===== config.mk =====
export PLATFORM = sky130hd
export DESIGN_NAME = uart_tx_stream
export DESIGN_NICKNAME = d
export VERILOG_FILES = /design/src/rtl/uart_pkg.sv /design/src/rtl/uart_baud_cnt.sv /design/src/rtl/uart_tx_stream.sv
export SDC_FILE = /design/constraint.sdc
export NUM_CORES = 1
export LEC_CHECK = 0
export BUFFER_PORTS_ARGS = -buffer_cell sky130_fd_sc_hd__buf_4
export CORE_MARGIN = 4
export CORE_UTILIZATION = 50
export CTS_CLUSTER_SIZE = 10
export DETAILED_ROUTE_END_ITERATION = 6
export GPL_ROUTABILITY_DRIVEN = 0
export GPL_TIMING_DRIVEN = 1
export HOLD_SLACK_MARGIN = 0.1
export PLACE_DENSITY = 0.67
export SLEW_MARGIN = 10
export SYNTH_ARGS = -nofsm -noshare
export SYNTH_HDL_FRONTEND = slang
export SYNTH_SLANG_ARGS = --single-unit

===== constraint.sdc =====
create_clock -name clk -period 2.23 [get_ports clk]
set_clock_uncertainty 0.2 [all_clocks]
set_input_delay 0.446 -clock clk [delete_from_list [all_inputs] [get_ports clk]]
set_output_delay 0.446 -clock clk [all_outputs]
set_load 0.05 [all_outputs]

===== src/rtl/uart_pkg.sv =====
// -----------------------------------------------------------------------------
// uart_pkg
// Shared definitions for the UART transmit stream stage.
//   - uart_state_e : FSM state encoding (IDLE, LOAD, START, DATA, STOP, DONE)
//   - DATA_BITS    : payload bits per frame (8N1 framing)
//   - LINE_IDLE    : serial line level when no frame is in flight
//   - clog2()      : ceiling log2 with a minimum result of 1, used to size
//                    counters so a degenerate DIV still yields a 1-bit vector
// -----------------------------------------------------------------------------
package uart_pkg;

  typedef enum logic [2:0] {
    IDLE  = 3'd0,
    LOAD  = 3'd1,
    START = 3'd2,
    DATA  = 3'd3,
    STOP  = 3'd4,
    DONE  = 3'd5
  } uart_state_e;

  localparam int   DATA_BITS = 8;
  localparam logic LINE_IDLE = 1'b1;

  // Smallest width able to hold values 0..value-1, never less than 1.
  function automatic int clog2(input int value);
    int result;
    result = 0;
    for (int i = 0; i < 31; i++) begin
      if ((32'sd1 <<< i) < value) begin
        result = i + 1;
      end
    end
    if (result < 1) begin
      result = 1;
    end
    return result;
  endfunction

endpackage


===== src/rtl/uart_baud_cnt.sv =====
// -----------------------------------------------------------------------------
// uart_baud_cnt
// Free-running bit-period counter. Counts 0..DIV-1 and wraps; clr holds it
// at zero so the first bit period after clr drops is a full DIV clocks.
// Ports:
//   clk     in  system clock
//   rst_n   in  asynchronous active-low reset
//   clr     in  hold counter at zero (synchronous)
//   bit_end out high while the count equals DIV-1 (last clock of a bit)
// -----------------------------------------------------------------------------
module uart_baud_cnt
  import uart_pkg::*;
#(
  parameter int DIV = 434
) (
  input  logic clk,
  input  logic rst_n,
  input  logic clr,
  output logic bit_end
);

  localparam int             CNT_W = clog2(DIV);
  localparam logic [CNT_W-1:0] LAST  = CNT_W'(DIV - 1);
  localparam logic [CNT_W-1:0] ONE   = CNT_W'(1);

  logic [CNT_W-1:0] cnt_r;

  // Bit-period counter: cleared on request, wraps at DIV-1.
  always_ff @(posedge clk or negedge rst_n) begin
    if (!rst_n) begin
      cnt_r <= '0;
    end else if (clr) begin
      cnt_r <= '0;
    end else if (cnt_r == LAST) begin
      cnt_r <= '0;
    end else begin
      cnt_r <= cnt_r + ONE;
    end
  end

  assign bit_end = (cnt_r == LAST);

endmodule


===== src/rtl/uart_tx_stream.sv =====
// -----------------------------------------------------------------------------
// uart_tx_stream
// 8N1 UART transmitter fed from a synchronous-read frame RAM. When enabled in
// IDLE it waits MEM_LAT clocks for the RAM output to settle on the current
// address, latches the byte, sends start/data/stop bits of DIV clocks each,
// and pulses tx_tick for one clock so the address sequencer can advance.
// Ports:
//   clk      in  system clock, rising edge
//   rst_n    in  asynchronous active-low reset
//   en       in  transmit enable (level, only looked at in IDLE)
//   rd_data  in  frame-RAM read data for the current address
//   tx       out serial line, idle high
//   tx_tick  out one-clock pulse after the last stop bit
//   busy     out high in every state except IDLE
// -----------------------------------------------------------------------------
module uart_tx_stream
  import uart_pkg::*;
#(
  parameter int CLK_FREQ  = 50000000,
  parameter int BAUD      = 115200,
  parameter int DIV       = CLK_FREQ / BAUD,
  parameter int MEM_LAT   = 1,
  parameter int STOP_BITS = 1
) (
  input  logic       clk,
  input  logic       rst_n,
  input  logic       en,
  input  logic [7:0] rd_data,
  output logic       tx,
  output logic       tx_tick,
  output logic       busy
);

  localparam logic [1:0] WAIT_INIT = 2'(MEM_LAT);
  localparam logic [2:0] LAST_DATA = 3'(DATA_BITS - 1);
  localparam logic [2:0] LAST_STOP = 3'(STOP_BITS - 1);

  uart_state_e state_r;
  logic [1:0]  wait_r;
  logic [2:0]  bit_idx_r;
  logic [7:0]  shift_r;
  logic        tx_r;
  logic        tick_r;
  logic        busy_r;
  logic        clr_s;
  logic        bit_end_s;

  // Baud counter only runs in the bit-timed states; holding it at zero
  // elsewhere guarantees each frame is aligned to its own START entry.
  always_comb begin
    clr_s = 1'b1;
    case (state_r)
      START, DATA, STOP: clr_s = 1'b0;
      default:           clr_s = 1'b1;
    endcase
  end

  uart_baud_cnt #(
    .DIV(DIV)
  ) u_baud_cnt (
    .clk    (clk),
    .rst_n  (rst_n),
    .clr    (clr_s),
    .bit_end(bit_end_s)
  );

  // Frame FSM; tx/tx_tick/busy are registered with their next-state values
  // so they line up exactly with the state they belong to.
  always_ff @(posedge clk or negedge rst_n) begin
    if (!rst_n) begin
      state_r   <= IDLE;
      wait_r    <= 2'd0;
      bit_idx_r <= 3'd0;
      shift_r   <= 8'd0;
      tx_r      <= LINE_IDLE;
      tick_r    <= 1'b0;
      busy_r    <= 1'b0;
    end else begin
      tick_r <= 1'b0;
      case (state_r)
        IDLE: begin
          tx_r <= LINE_IDLE;
          if (en) begin
            busy_r <= 1'b1;
            if (MEM_LAT == 0) begin
              // RAM data is already valid: latch now, start bit next.
              shift_r <= rd_data;
              tx_r    <= 1'b0;
              state_r <= START;
            end else begin
              wait_r  <= WAIT_INIT;
              state_r <= LOAD;
            end
          end else begin
            busy_r <= 1'b0;
          end
        end

        LOAD: begin
          // Latch on the edge where the wait count reaches zero.
          if (wait_r <= 2'd1) begin
            wait_r  <= 2'd0;
            shift_r <= rd_data;
            tx_r    <= 1'b0;
            state_r <= START;
          end else begin
            wait_r <= wait_r - 2'd1;
          end
        end

        START: begin
          if (bit_end_s) begin
            bit_idx_r <= 3'd0;
            tx_r      <= shift_r[0];
            state_r   <= DATA;
          end
        end

        DATA: begin
          if (bit_end_s) begin
            shift_r <= {1'b0, shift_r[7:1]};
            if (bit_idx_r == LAST_DATA) begin
              bit_idx_r <= 3'd0;
              tx_r      <= LINE_IDLE;
              state_r   <= STOP;
            end else begin
              bit_idx_r <= bit_idx_r + 3'd1;
              // Next LSB is bit 1 of the pre-shift value.
              tx_r      <= shift_r[1];
            end
          end
        end

        STOP: begin
          tx_r <= LINE_IDLE;
          if (bit_end_s) begin
            if (bit_idx_r == LAST_STOP) begin
              bit_idx_r <= 3'd0;
              tick_r    <= 1'b1;
              state_r   <= DONE;
            end else begin
              bit_idx_r <= bit_idx_r + 3'd1;
            end
          end
        end

        DONE: begin
          tx_r    <= LINE_IDLE;
          busy_r  <= 1'b0;
          state_r <= IDLE;
        end

        default: begin
          tx_r      <= LINE_IDLE;
          busy_r    <= 1'b0;
          wait_r    <= 2'd0;
          bit_idx_r <= 3'd0;
          state_r   <= IDLE;
        end
      endcase
    end
  end

  assign tx      = tx_r;
  assign tx_tick = tick_r;
  assign busy    = busy_r;

endmodule


Yosys cells after proc, flatten, opt, wreduce, memory -nomap -nowiden

Index checks and enable logic that the tools add are counted.

Flip-flop bits (word level): 28
Bits of input ports: 11
Output and inout bits: 3
Logic and storage cells: 72

$add $sub $neg: 3
Magnitude comparators: 1
Equality and inequality tests: 14
Reductions and logical operators: 12
Bitwise logic cells: 2
Muxes and demuxes: 32

Operators by type and width:

| cell                | count |
|---|---|
| $mux 3              | 12 |
| $mux 9              | 2 |
| $mux 8              | 2 |
| $pmux 8 s2          | 1 |
| $pmux 3 s5          | 1 |
| $ne 2x2->1 const B  | 7 |
| $pmux 3 s4          | 1 |
| $add 9x1->9 const B | 1 |
| $eq 3x3->1 const B  | 3 |
| $eq 9x9->1 const B  | 1 |
| $mux 1              | 8 |
| $reduce_or 4->1     | 2 |
| $reduce_and 7->1    | 1 |
| $eq 3x2->1 const B  | 2 |
| $logic_not 3->1     | 2 |
| $pmux 2 s3          | 1 |
| $reduce_and 3->1    | 2 |
| $reduce_or 3->1     | 2 |
| $mux 2              | 2 |
| $reduce_and 4->1    | 1 |
| $add 3x1->3 const B | 1 |
| $eq 3x1->1 const B  | 1 |
| $pmux 1 s3          | 1 |
| $le 2x1->1 const B  | 1 |
| other kinds (5)     | 6 |

Logic depth before layout (Yosys ltp)

Gate-level depths: netlist (run 1).

Depth after elaboration: 4
Gate-level depth with buffers: 7
Depth with buffers taken out: 6

Cells and area by module

Synthesis (run 1) repeated with hierarchy kept, for this count alone.

Cells, all modules: 162
Area, all modules: 1562.7 sq um

Modules (own cells, without submodules):

| module         | cells an instance | times used | area each (sq um) | sequential area each (sq um) |
|---|---|---|---|---|
| uart_tx_stream | 118               | 1          | 1102.3            | 476.7 |
| uart_baud_cnt  | 44                | 1          | 460.4             | 225.2 |

Least setup slack after synthesis (run 1)

Ideal clock, no wire load.

Path kind: reg2reg
Start: register u_baud_cnt.cnt_r[0]
End: register shift_r[0]
Period minus slack after synthesis: 1.802 ns
Path buffers: 1
Path slack: 0.428 ns
Data required time: 1.905 ns
Library setup time: 0.125 ns
Cell stages (with the launch flop): 7
Arrival: 1.477 ns
Cell sequence: dfrtp_1 > ha_1 > and4b_1 > buf_6 > a31oi_4 > nor2_8 > mux2_4

Cells in the longest elaborated chain, start to end: 3

Ends and longest elaborated chain:

| element                           | line                  | RTL |
|---|---|---|
| start: declaration                | uart_baud_cnt.sv:26   | `logic [CNT_W-1:0] cnt_r;` |
| start signal: assignment          | uart_baud_cnt.sv:37   | `cnt_r <= cnt_r + ONE;` |
| $eq 9x9->1                        | uart_baud_cnt.sv:41   | `assign bit_end = (cnt_r == LAST);` |
| $ne 2x2->1 (no source line)       | --                    |  |
| $reduce_and 3->1 (no source line) | --                    |  |
| end signal: assignment            | uart_tx_stream.sv:87  | `shift_r <= rd_data;` |
| end signal: assignment            | uart_tx_stream.sv:103 | `shift_r <= rd_data;` |
| end signal: assignment            | uart_tx_stream.sv:121 | `shift_r <= {1'b0, shift_r[7:1]};` |
| end: declaration                  | uart_tx_stream.sv:41  | `logic [7:0] shift_r;` |

No other way between the ends.
A chain may end at the register's enable or synchronous reset.

Final worst setup path (run 1)

Start: register u_baud_cnt.cnt_r[1]
End: register shift_r[5]

Same word-level chain as after synthesis.

==> run_results.csv, run 1 <==
group,metric,value,unit
outcome,outcome,"finished, final reports clean",
drt,detail_route.vias_per_cell,5.48,
setup_path,critPathTopFamily,"simple AND/OR/NAND/NOR gates",
synthesis,synthesis.area,1630,sq um
cts,path_clk_slew,0.16,ns
power,vdd_ir_drop_max,0.461,mV
sta,layout_min_cycle_time,1.98,ns
sta,max_freq,504,MHz
synthesis,synth-edff-count,0,
synthesis,yosysUniqueCellTypes,45,
drt,ant_nets,0,
global_routing,use_met2,28.1,%
cts,numCtsBuffers,3,
floorplan,row_count,20,
final_layout,drive_gt1_share,23.8,%
setup_path,crit_path_max_fanout,7,
synthesis,syn_nets,164,
synthesis,async_reset_ff_share,100,%
drt,firstDrtPassIters,4,
synthesis,synth_mux_area_share,13.2,%
cts,cts.path.max_buffers,2,
setup_path,critical_path.max_stage_delay,0.42,ns
worst_hold_path,min_path_type,"in -> reg",
placed_design,portBuffers,13,
sta,hold_violations,0,
global_routing,use_met3,3.99,%
placed_design,dp_hpwl,2210,microns
synthesis,ys_seq_area_share,43.2,%
global_routing,grt_max_degree,29,
cts,cts_root_buf,"clkbuf_4",
synthesis,synth_compound_area_share,15.7,%
cts,tritoncts,"yes",
sta,finalMaxSlewViolations,0,
sta,worst_pin_slew,0.416,ns
setup_path,path_cells,"inv_1 > ha_1 > and4b_1 > a31oi_4 > nor2_8 > mux2_4",
global_routing,grt_pass1_vias,1226,
synthesis,synth_top_family_by_area,"simple AND/OR/NAND/NOR gates",
cts,htree_levels,1,
cts,cts.sinks,28,
placed_design,placed_area,1770,sq um
sta,setup_viol,0,
drt,drt-total-wl,3000,microns
sta,grt_setup_unrepaired,"false",
synthesis,syn_area_per_cell,11.0,sq um
synthesis,synth-seq-cells,28,
synthesis,yosys.area_share.simple,16.7,%
cts,clk_latency,0.34,ns
sta,relSlewSlack,72.3,%
floorplan,pin_count,14,
final_layout,n_antenna_cell,0,
floorplan,die_w,65.0,microns
power,powerDensity,491,nW/um^2
floorplan,dieArea,4230,sq um
global_routing,grt_pass1_wl,5460,microns
drt,first_iter_violations,92,
global_routing,antenna_found_initial,0,
synthesis,netlist_instances,148,
final_layout,fin_area,1830,sq um
final_layout,syn2layout_area_growth,12.5,%
setup_path,crit_arrival,2.03,ns
global_routing,use_met1,20.9,%
global_routing,top_usage_layer,"met2",
sta,setup-tns-final,0,ns
global_routing,grt.overflow.total,0,
setup_path,critical_path_buf_inv_count,1,
synthesis,ys_warn_count,0,
global_routing,gr-usage-all-layers,16.2,%
final_layout,final_util,59.4,%
synthesis,synth_xor_area_share,3.23,%
floorplan,core,3080,sq um
drt,wl_per_cell,14.4,microns
setup_path,crit_slowest_cell,"dfrtp_1",
setup_path,crit_type,"reg -> reg",
drt,drcViolationCount,0,
synthesis,synth_fa_ha_area_share,3.85,%
run,drv_cap,0,
power,power.leakage,0.810,nW
setup_path,crit_path_end_kind,"flip-flop",
drt,num_vias,1139,
floorplan,die_h,65.0,microns
setup_path,cp-start-kind,"flip-flop",
final_layout,nNetsFinal,181,
sta,period_share,88.9,%
synthesis,synthFlopType,"dfrtp_1",
floorplan,start_util,52.8,%
setup_path,required,2.28,ns
flip-flops by register name (all words and copies together) (netlist names):
register          flops
u_baud_cnt.cnt_r      9
shift_r               8
bit_idx_r             3
state_r               3
wait_r                2
busy                  1
tx                    1
tx_tick               1
cells in the mapped netlist (3+ instances only):
| cell type | number | area share, % |
|---|---|---|
| xor2_1 | 3 | 1.6 |
| mux2_4 | 7 | 6.5 |
| nor2_1 | 12 | 2.8 |
| inv_1 | 6 | 1.4 |
| o21ai_0 | 7 | 2.2 |
| buf_2 | 4 | 1.2 |
| nand2_1 | 11 | 2.5 |
| o31ai_1 | 6 | 2.8 |
| nand3_1 | 3 | 0.92 |
| a21oi_1 | 8 | 2.5 |
| xnor2_1 | 3 | 1.6 |
| mux2_1 | 6 | 4.2 |
| nand2b_1 | 3 | 1.2 |
| mux2i_1 | 3 | 1.8 |
| dfrtp_1 | 27 | 42 |
| ha_1 | 5 | 3.8 |
kinds of logic (layout without fill, tap and decap cells):
| group | count (synthesis) | count (layout) |
|---|---|---|
| AOI/OAI and AO/OA | 32 | 32 |
| xor gates and xnor gates | 6 | 6 |
| muxes | 17 | 17 |
| DFF | 28 | 28 |
| and+or+nand+nor | 47 | 47 |
| buffers and inverters | 13 | 29 |
| adders and majority gates | 5 | 5 |
per-stage QoR:
stage | std cells | power [mW] | hold slack [ns] | setup WS, ns
floorplan | 148 | 0.546 | -0.0496 | 0.428
global placement | 203 | 0.572 | 0.182 | 0.327
detailed placement | 203 | 0.573 | 0.183 | 0.271
CTS | 208 | 0.910 | 0.226 | 0.240
global route | 208 | 0.939 | 0.228 | 0.148
finish | 208 | 0.898 | 0.237 | 0.247
layout make-up:
cell class,count,area (sq um)
well taps,44,55.1
clock buffers,3,22.5
flip-flops and latches,28,702
repair buffers,18,138
inverters,7,26.3
fillers,262,1250
multi-input cells,107,856
clock inverters,1,30.0
power by group:
part	leakage (nW)	switching (mW)	internal, mW	total [mW]
sequential	0.338	0.00446	0.515	0.520
combinational	0.444	0.0179	0.0264	0.0443
clock	0.0279	0.152	0.182	0.334
total	0.810	0.174	0.724	0.898
repair_timing:
item / in CTS / in global routing
endpoints found under the hold margin: 28 / 0
gates resized for setup: 0 / 0
buffers inserted: 0 / 0
hold buffers: 1 / 0
worst min-delay path: stages:
cell and delay, ns:
buf_4 0.07, mux2_1 0.11, mux2_4 0.13
worst paths after layout:
kind                                startpoint                   to  slack [ns]  cells after the start
max in group asynchronous                rst_n                   tx        1.19                      2
setup / recovery           u_baud_cnt.cnt_r[1]           shift_r[5]        0.25                      6
min in group asynchronous                rst_n           shift_r[4]        0.33                      2
setup reg to reg           u_baud_cnt.cnt_r[1]           shift_r[5]        0.25                      6
hold reg to reg            u_baud_cnt.cnt_r[0]  u_baud_cnt.cnt_r[0]        0.30                      1
hold / removal                      rd_data[4]           shift_r[4]        0.24                      3
metal layers:
metal	share of wire (%)	routed length, microns
met1	48	1430
met2	48	1430
met3	3.9	118
met4	0.70	21
met5	0	0
cell usage in the layout (no fill, tap or decap), drive strengths merged, types with 3 or more instances in the layout:
| master | netlist | final |
|---|---|---|
| xnor2 | 3 | 3 |
| nand3 | 3 | 3 |
| nand2b | 4 | 4 |
| mux2i | 3 | 3 |
| xor2 | 3 | 3 |
| nand2 | 11 | 11 |
| clkbuf | 0 | 3 |
| ha | 5 | 5 |
| o31ai | 6 | 6 |
| inv | 7 | 7 |
| a21oi | 8 | 8 |
| buf | 6 | 17 |
| nor2 | 13 | 13 |
| dfrtp | 27 | 27 |
| o21ai | 7 | 7 |
| mux2 | 14 | 14 |
(Power assumes the default switching activity.)
==> inputs of run 2 (changes only) <==
--- a/config.mk
+++ b/config.mk
@@ -6,6 +6,7 @@
 export NUM_CORES = 1
 export LEC_CHECK = 0
 export BUFFER_PORTS_ARGS = -buffer_cell sky130_fd_sc_hd__buf_4
+export CORE_ASPECT_RATIO = 0.6
 export CORE_MARGIN = 4
 export CORE_UTILIZATION = 50
 export CTS_CLUSTER_SIZE = 10
==> run 2 against run 1 <==
Effect of this change:
- non-clock buffer count is 1 lower
- cell count is 1.4% lower
- combinational power is 3% higher
- flip-flop and latch count stayed put
- total power is 8.0% higher
- fmax is 3.6% lower
- count of clock-buffer cells in the layout stayed put
- register-to-register slack worse by 0.07 ns
- cell area is 0.48% higher
- clock power is 21% higher
- critical path type unchanged
- critical endpoint unchanged
==> run_results.csv, run 2 (synthesis results as in run 1) <==
group,metric,value,unit
cts,htree_levels,1,
cts,cts.path.max_buffers,2,
floorplan,core,2980,sq um
drt,drcViolationCount,0,
final_layout,drive_gt1_share,23.3,%
final_layout,n_antenna_cell,0,
sta,grt_setup_unrepaired,"false",
sta,layout_min_cycle_time,2.06,ns
placed_design,dp_hpwl,2300,microns
setup_path,required,2.20,ns
floorplan,pin_count,14,
final_layout,regMostFlops,"u_baud_cnt.cnt_r",
final_layout,syn2layout_area_growth,13.0,%
power,intPower,0.782,mW
final_layout,fillerInstances,231,
sta,relSlewSlack,68.3,%
setup_path,cp-start-kind,"flip-flop",
placed_design,portBuffers,13,
power,switching_share,19.4,%
setup_path,r2r_start,"u_baud_cnt.cnt_r[1]",
sta,period_share,92.2,%
power,p_comb_share,4.7,%
worst_hold_path,hold_path_end,"u_baud_cnt.cnt_r[0]",
worst_hold_path,min_path_cells,1,
global_routing,grt_max_degree,29,
cts,path_clk_slew,0.10,ns
final_layout,final_util,61.6,%
power,power,0.970,mW
final_layout,layout_common_cells,"27 x dfrtp_1, 16 x buf_4, 12 x nor2_1",
final_layout,reg.largest.list,"u_baud_cnt.cnt_r (9), shift_r (8)",
drt,ant_nets,0,
power,power.leakage,0.814,nW
floorplan,die_w,81.6,microns
final_layout,largest_register_ffs,9,
sta,max_freq,486,MHz
drt,num_vias,1177,
power,vdd_ir_drop_max,0.384,mV
floorplan,die_h,52.2,microns
global_routing,grt.overflow.total,0,
outcome,outcome,"finished, final reports clean",
drt,wl_per_cell,15.5,microns
cts,cts.sinks,28,
placed_design,dp_slack,0.216,ns
setup_path,ff2ff_path_depth,6,
floorplan,start_util,54.5,%
power,clkPwrFrac,41.8,%
global_routing,gr-usage-all-layers,17.2,%
cts,tritoncts,"yes",
final_layout,final_common_cell,"dfrtp_1",
global_routing,grt_pass1_wl,5490,microns
global_routing,antenna_found_initial,0,
placed_design,dp.cells,200,
sta,hold_violations,0,
sta,setup-tns-final,0,ns
power,powerDensity,528,nW/um^2
setup_path,worst-r2r-setup-slack,0.17,ns
drt,firstDrtPassIters,4,
setup_path,crit_slowest_cell,"and4b_1",
power,seqPwrFrac,53.5,%
worst_hold_path,min_path_type,"reg -> reg",
worst_hold_path,hold_start,"u_baud_cnt.cnt_r[0]",
cts,clk_latency,0.28,ns
sta,setup_viol,0,
setup_path,critical_path.max_stage_delay,0.43,ns
final_layout,nNetsFinal,180,
global_routing,grt_pass1_vias,1150,
setup_path,crit_path_end_kind,"flip-flop",
setup_path,crit_type,"reg -> reg",
power,switchingPower,0.188,mW
floorplan,row_count,15,
drt,first_iter_violations,116,
run,drv_cap,0,
setup_path,crit_path_max_fanout,7,
setup_path,crit_arrival,2.02,ns
setup_path,r2r-end,"shift_r[5]",
setup_path,path_cells,"inv_1 > ha_1 > and4b_1 > a31oi_4 > nor2_8 > mux2_4",
drt,drt-total-wl,3180,microns
cts,cts_root_buf,"clkbuf_8",
drt,detail_route.vias_per_cell,5.74,
setup_path,critPathTopFamily,"simple AND/OR/NAND/NOR gates",
floorplan,dieArea,4260,sq um
sta,fin_ws,0.174,ns
sta,finalMaxSlewViolations,0,
sta,worst_pin_slew,0.475,ns
final_layout,stdcell_count,205,
cts,numCtsBuffers,3,
setup_path,critical_path_buf_inv_count,1,
-- run 2: worst max-delay path by stage --
stage | startpoint | end | slack [ns] | cells past startpoint
after CTS | u_baud_cnt.cnt_r[1] | shift_r[5] | 0.18 | 6
after global routing | u_baud_cnt.cnt_r[1] | bit_idx_r[1] | 0.09 | 6
final | u_baud_cnt.cnt_r[1] | shift_r[5] | 0.17 | 6
after detailed placement | u_baud_cnt.cnt_r[1] | shift_r[3] | 0.22 | 6
after floorplan | u_baud_cnt.cnt_r[0] | shift_r[0] | 0.43 | 6
after global placement | u_baud_cnt.cnt_r[1] | shift_r[5] | 0.31 | 6
-- run 2: cell type report --
type	instances	area, sq um	share of cell area (%)
timing repair buffer	17	130	7.08
tap	42	52.6	2.86
clock inverter	1	30.0	1.63
clock buffer	3	41.3	2.25
multi-input combinational	107	856	46.6
sequential	28	702	38.2
inverter	7	26.3	1.43
-- run 2: per-layer routing --
layer / vias up / track usage, % / share of wire [%] / routed length [microns]
met5: - / 0 / 0 / 0
met4: 0 / 4.70 / 0.75 / 24
met3: 2 / 5.50 / 5.7 / 182
met2: 35 / 24.6 / 43 / 1370
met1: 585 / 24.9 / 51 / 1610
li1: 555 / - / - / -
-- run 2: through the flow --
step | hold slack [ns] | instance area (sq um)
after global placement | 0.184 | 1760
final | 0.301 | 1840
after floorplan | -0.0496 | 1630
after CTS | 0.306 | 1840
after detailed placement | 0.188 | 1760
after global routing | 0.319 | 1840
-- run 2: what timing repair did --
action	CTS	global route
buffers inserted	0	0
hold buffers	1	0
gates resized for setup	0	0
hold endpoints to repair	27	0
-- run 2: power by group through the flow --
stage	Clock [mW]	Sequential, mW	Combinational [mW]
2_1_floorplan	0	0.528	0.0186
3_3_place_gp	0	0.529	0.0427
3_5_place_dp	0	0.529	0.0451
4_1_cts	0.410	0.519	0.0467
5_1_grt	0.431	0.521	0.0515
6_report	0.405	0.519	0.0455
==> inputs of run 3 (changes only) <==
--- a/config.mk
+++ b/config.mk
@@ -5,14 +5,14 @@
 export SDC_FILE = /design/constraint.sdc
 export NUM_CORES = 1
 export LEC_CHECK = 0
-export BUFFER_PORTS_ARGS = -buffer_cell sky130_fd_sc_hd__buf_4
-export CORE_ASPECT_RATIO = 0.6
+export BUFFER_PORTS_ARGS = -buffer_cell sky130_fd_sc_hd__buf_2
+export CORE_ASPECT_RATIO = 1.75
 export CORE_MARGIN = 4
 export CORE_UTILIZATION = 50
 export CTS_CLUSTER_SIZE = 10
 export DETAILED_ROUTE_END_ITERATION = 6
 export GPL_ROUTABILITY_DRIVEN = 0
-export GPL_TIMING_DRIVEN = 1
+export GPL_TIMING_DRIVEN = 0
 export HOLD_SLACK_MARGIN = 0.1
 export PLACE_DENSITY = 0.67
 export SLEW_MARGIN = 10
==> run 3 against run 2 <==
Effect of this change:
- die area grew 0.14%
- flip-flop and latch count did not move
- sequential share of layout area is 0.80 points higher
- clock power shrank 32%
- cell count is 2.0% higher
- utilization is 4.3 points lower
- setup slack improved by 0.18 ns
- fmax increased by 9.7%
- cell area fell by 2.0%
- sequential power barely moved
- total power down 14%
- critical path depth unchanged
==> run_results.csv, run 3 (synthesis results as in run 1) <==
group,metric,value,unit
final_layout,final_common_cell,"dfrtp_1",
setup_path,crit_path_max_fanout,7,
global_routing,grt_max_degree,29,
drt,wl_per_cell,15.6,microns
drt,drcViolationCount,0,
cts,cts.sinks,28,
final_layout,n_antenna_cell,0,
floorplan,start_util,51.8,%
setup_path,required,2.19,ns
setup_path,path_cells,"ha_1 > and4b_1 > buf_6 > a31oi_4 > nor2_8 > mux2_4",
drt,first_iter_violations,29,
sta,fin_ws,0.356,ns
cts,ctsResizeCount,0,
floorplan,row_count,27,
worst_hold_path,min_path_type,"reg -> reg",
final_layout,fillerInstances,292,
sta,finalMaxSlewViolations,0,
cts,tritoncts,"yes",
cts,cts_root_buf,"clkbuf_8",
worst_hold_path,min_path_cells,1,
power,power.leakage,0.804,nW
sta,max_freq,533,MHz
final_layout,nNetsFinal,183,
floorplan,pin_count,14,
sta,setup-tns-final,0,ns
drt,detail_route.vias_per_cell,5.62,
drt,drt-total-wl,3260,microns
setup_path,cp.depth,6,
global_routing,grt_pass1_vias,1310,
cts,hold_buffers,1,
final_layout,largest_register_ffs,9,
placed_design,dp_slack,0.353,ns
drt,firstDrtPassIters,4,
cts,numCtsBuffers,3,
sta,period_share,84.1,%
sta,worst_pin_slew,0.647,ns
cts,htree_levels,1,
sta,hold_violations,0,
setup_path,crit_slowest_cell,"dfrtp_1",
sta,layout_min_cycle_time,1.87,ns
cts,cts.path.max_buffers,2,
setup_path,crit_type,"reg -> reg",
power,powerDensity,463,nW/um^2
cts,post-cts-setup-buffers,0,
global_routing,grt.overflow.total,0,
final_layout,layout_common_cells,"27 x dfrtp_1, 17 x buf_2, 12 x nor2_1",
final_layout,drive_gt1_share,24.1,%
final_layout,reg.largest.list,"u_baud_cnt.cnt_r (9), shift_r (8)",
setup_path,crit_arrival,1.83,ns
floorplan,die_h,83.5,microns
setup_path,crit_path_end_kind,"flip-flop",
cts,path_clk_slew,0.09,ns
outcome,outcome,"finished, final reports clean",
floorplan,die_w,51.1,microns
global_routing,antenna_found_initial,0,
global_routing,grt_pass1_wl,5780,microns
floorplan,dieArea,4270,sq um
final_layout,fin_area,1800,sq um
sta,grt_setup_unrepaired,"false",
placed_design,dp_hpwl,2520,microns
final_layout,syn2layout_area_growth,10.7,%
drt,ant_nets,0,
placed_design,placed_area,1750,sq um
setup_path,critical_path.max_stage_delay,0.42,ns
placed_design,portBuffers,13,
cts,clk_latency,0.27,ns
sta,setup_viol,0,
final_layout,regMostFlops,"u_baud_cnt.cnt_r",
setup_path,critPathTopFamily,"flip-flops",
setup_path,critical_path_buf_inv_count,1,
global_routing,gr-usage-all-layers,17.3,%
floorplan,core,3140,sq um
power,vdd_ir_drop_max,0.388,mV
drt,num_vias,1174,
sta,relSlewSlack,56.9,%
setup_path,ff2ff_path_depth,6,
run,drv_cap,0,
setup_path,cp-start-kind,"flip-flop",
-- run 3: cell count changes in the layout (fill, tap and decap cells not counted) --
cell | before | now
bufinv_16 | 1 | 0
clkbuf_1 | 0 | 1
buf_6 | 0 | 2
buf_2 | 0 | 17
buf_4 | 16 | 0
-- run 3: power by group --
| group | switching, mW | internal [mW] |
|---|---|---|
| Sequential | 0.00447 | 0.515 |
| Clock | 0.147 | 0.128 |
| Combinational | 0.0187 | 0.0215 |
-- run 3: per-layer routing --
layer	GRT usage [%]	wire, microns	share of wire, %	up-vias
li1	-	-	-	565
met1	16.8	1170	36	596
met2	34.4	1990	61	11
met3	1.97	59	1.8	2
met4	6.86	29	0.89	0
met5	0	0	0	-
-- run 3: cell type report --
| class | count | area [sq um] | share of cell area, % |
|---|---|---|---|
| well taps | 43 | 53.8 | 2.99 |
| repair buffers | 14 | 75.1 | 4.17 |
| flip-flops and latches | 28 | 702 | 39.0 |
| plain buffers | 6 | 42.5 | 2.36 |
| clock buffers | 4 | 45.0 | 2.50 |
| multi-input cells | 107 | 856 | 47.5 |
| inverters | 7 | 26.3 | 1.46 |
-- run 3: final timing paths --
kind	startpoint	to	slack [ns]
min reg2reg	u_baud_cnt.cnt_r[0]	u_baud_cnt.cnt_r[0]	0.29
max	u_baud_cnt.cnt_r[0]	shift_r[6]	0.36
min in group asynchronous	rst_n	shift_r[7]	0.53
max in group asynchronous	rst_n	u_baud_cnt.cnt_r[4]	0.88
max reg2reg	u_baud_cnt.cnt_r[0]	shift_r[6]	0.36
min	u_baud_cnt.cnt_r[0]	u_baud_cnt.cnt_r[0]	0.29
-- run 3: per-stage QoR --
| step | hold slack, ns | utilization [%] | power (mW) | cells |
|---|---|---|---|---|
| 2_1_floorplan | -0.0496 | - | 0.546 | 148 |
| 3_3_place_gp | 0.269 | 55.6 | 0.567 | 204 |
| 3_5_place_dp | 0.280 | 55.6 | 0.569 | 204 |
| 4_1_cts | 0.293 | 57.3 | 0.854 | 209 |
| 5_1_grt | 0.322 | 57.3 | 0.878 | 209 |
| 6_report | 0.290 | 57.3 | 0.834 | 209 |
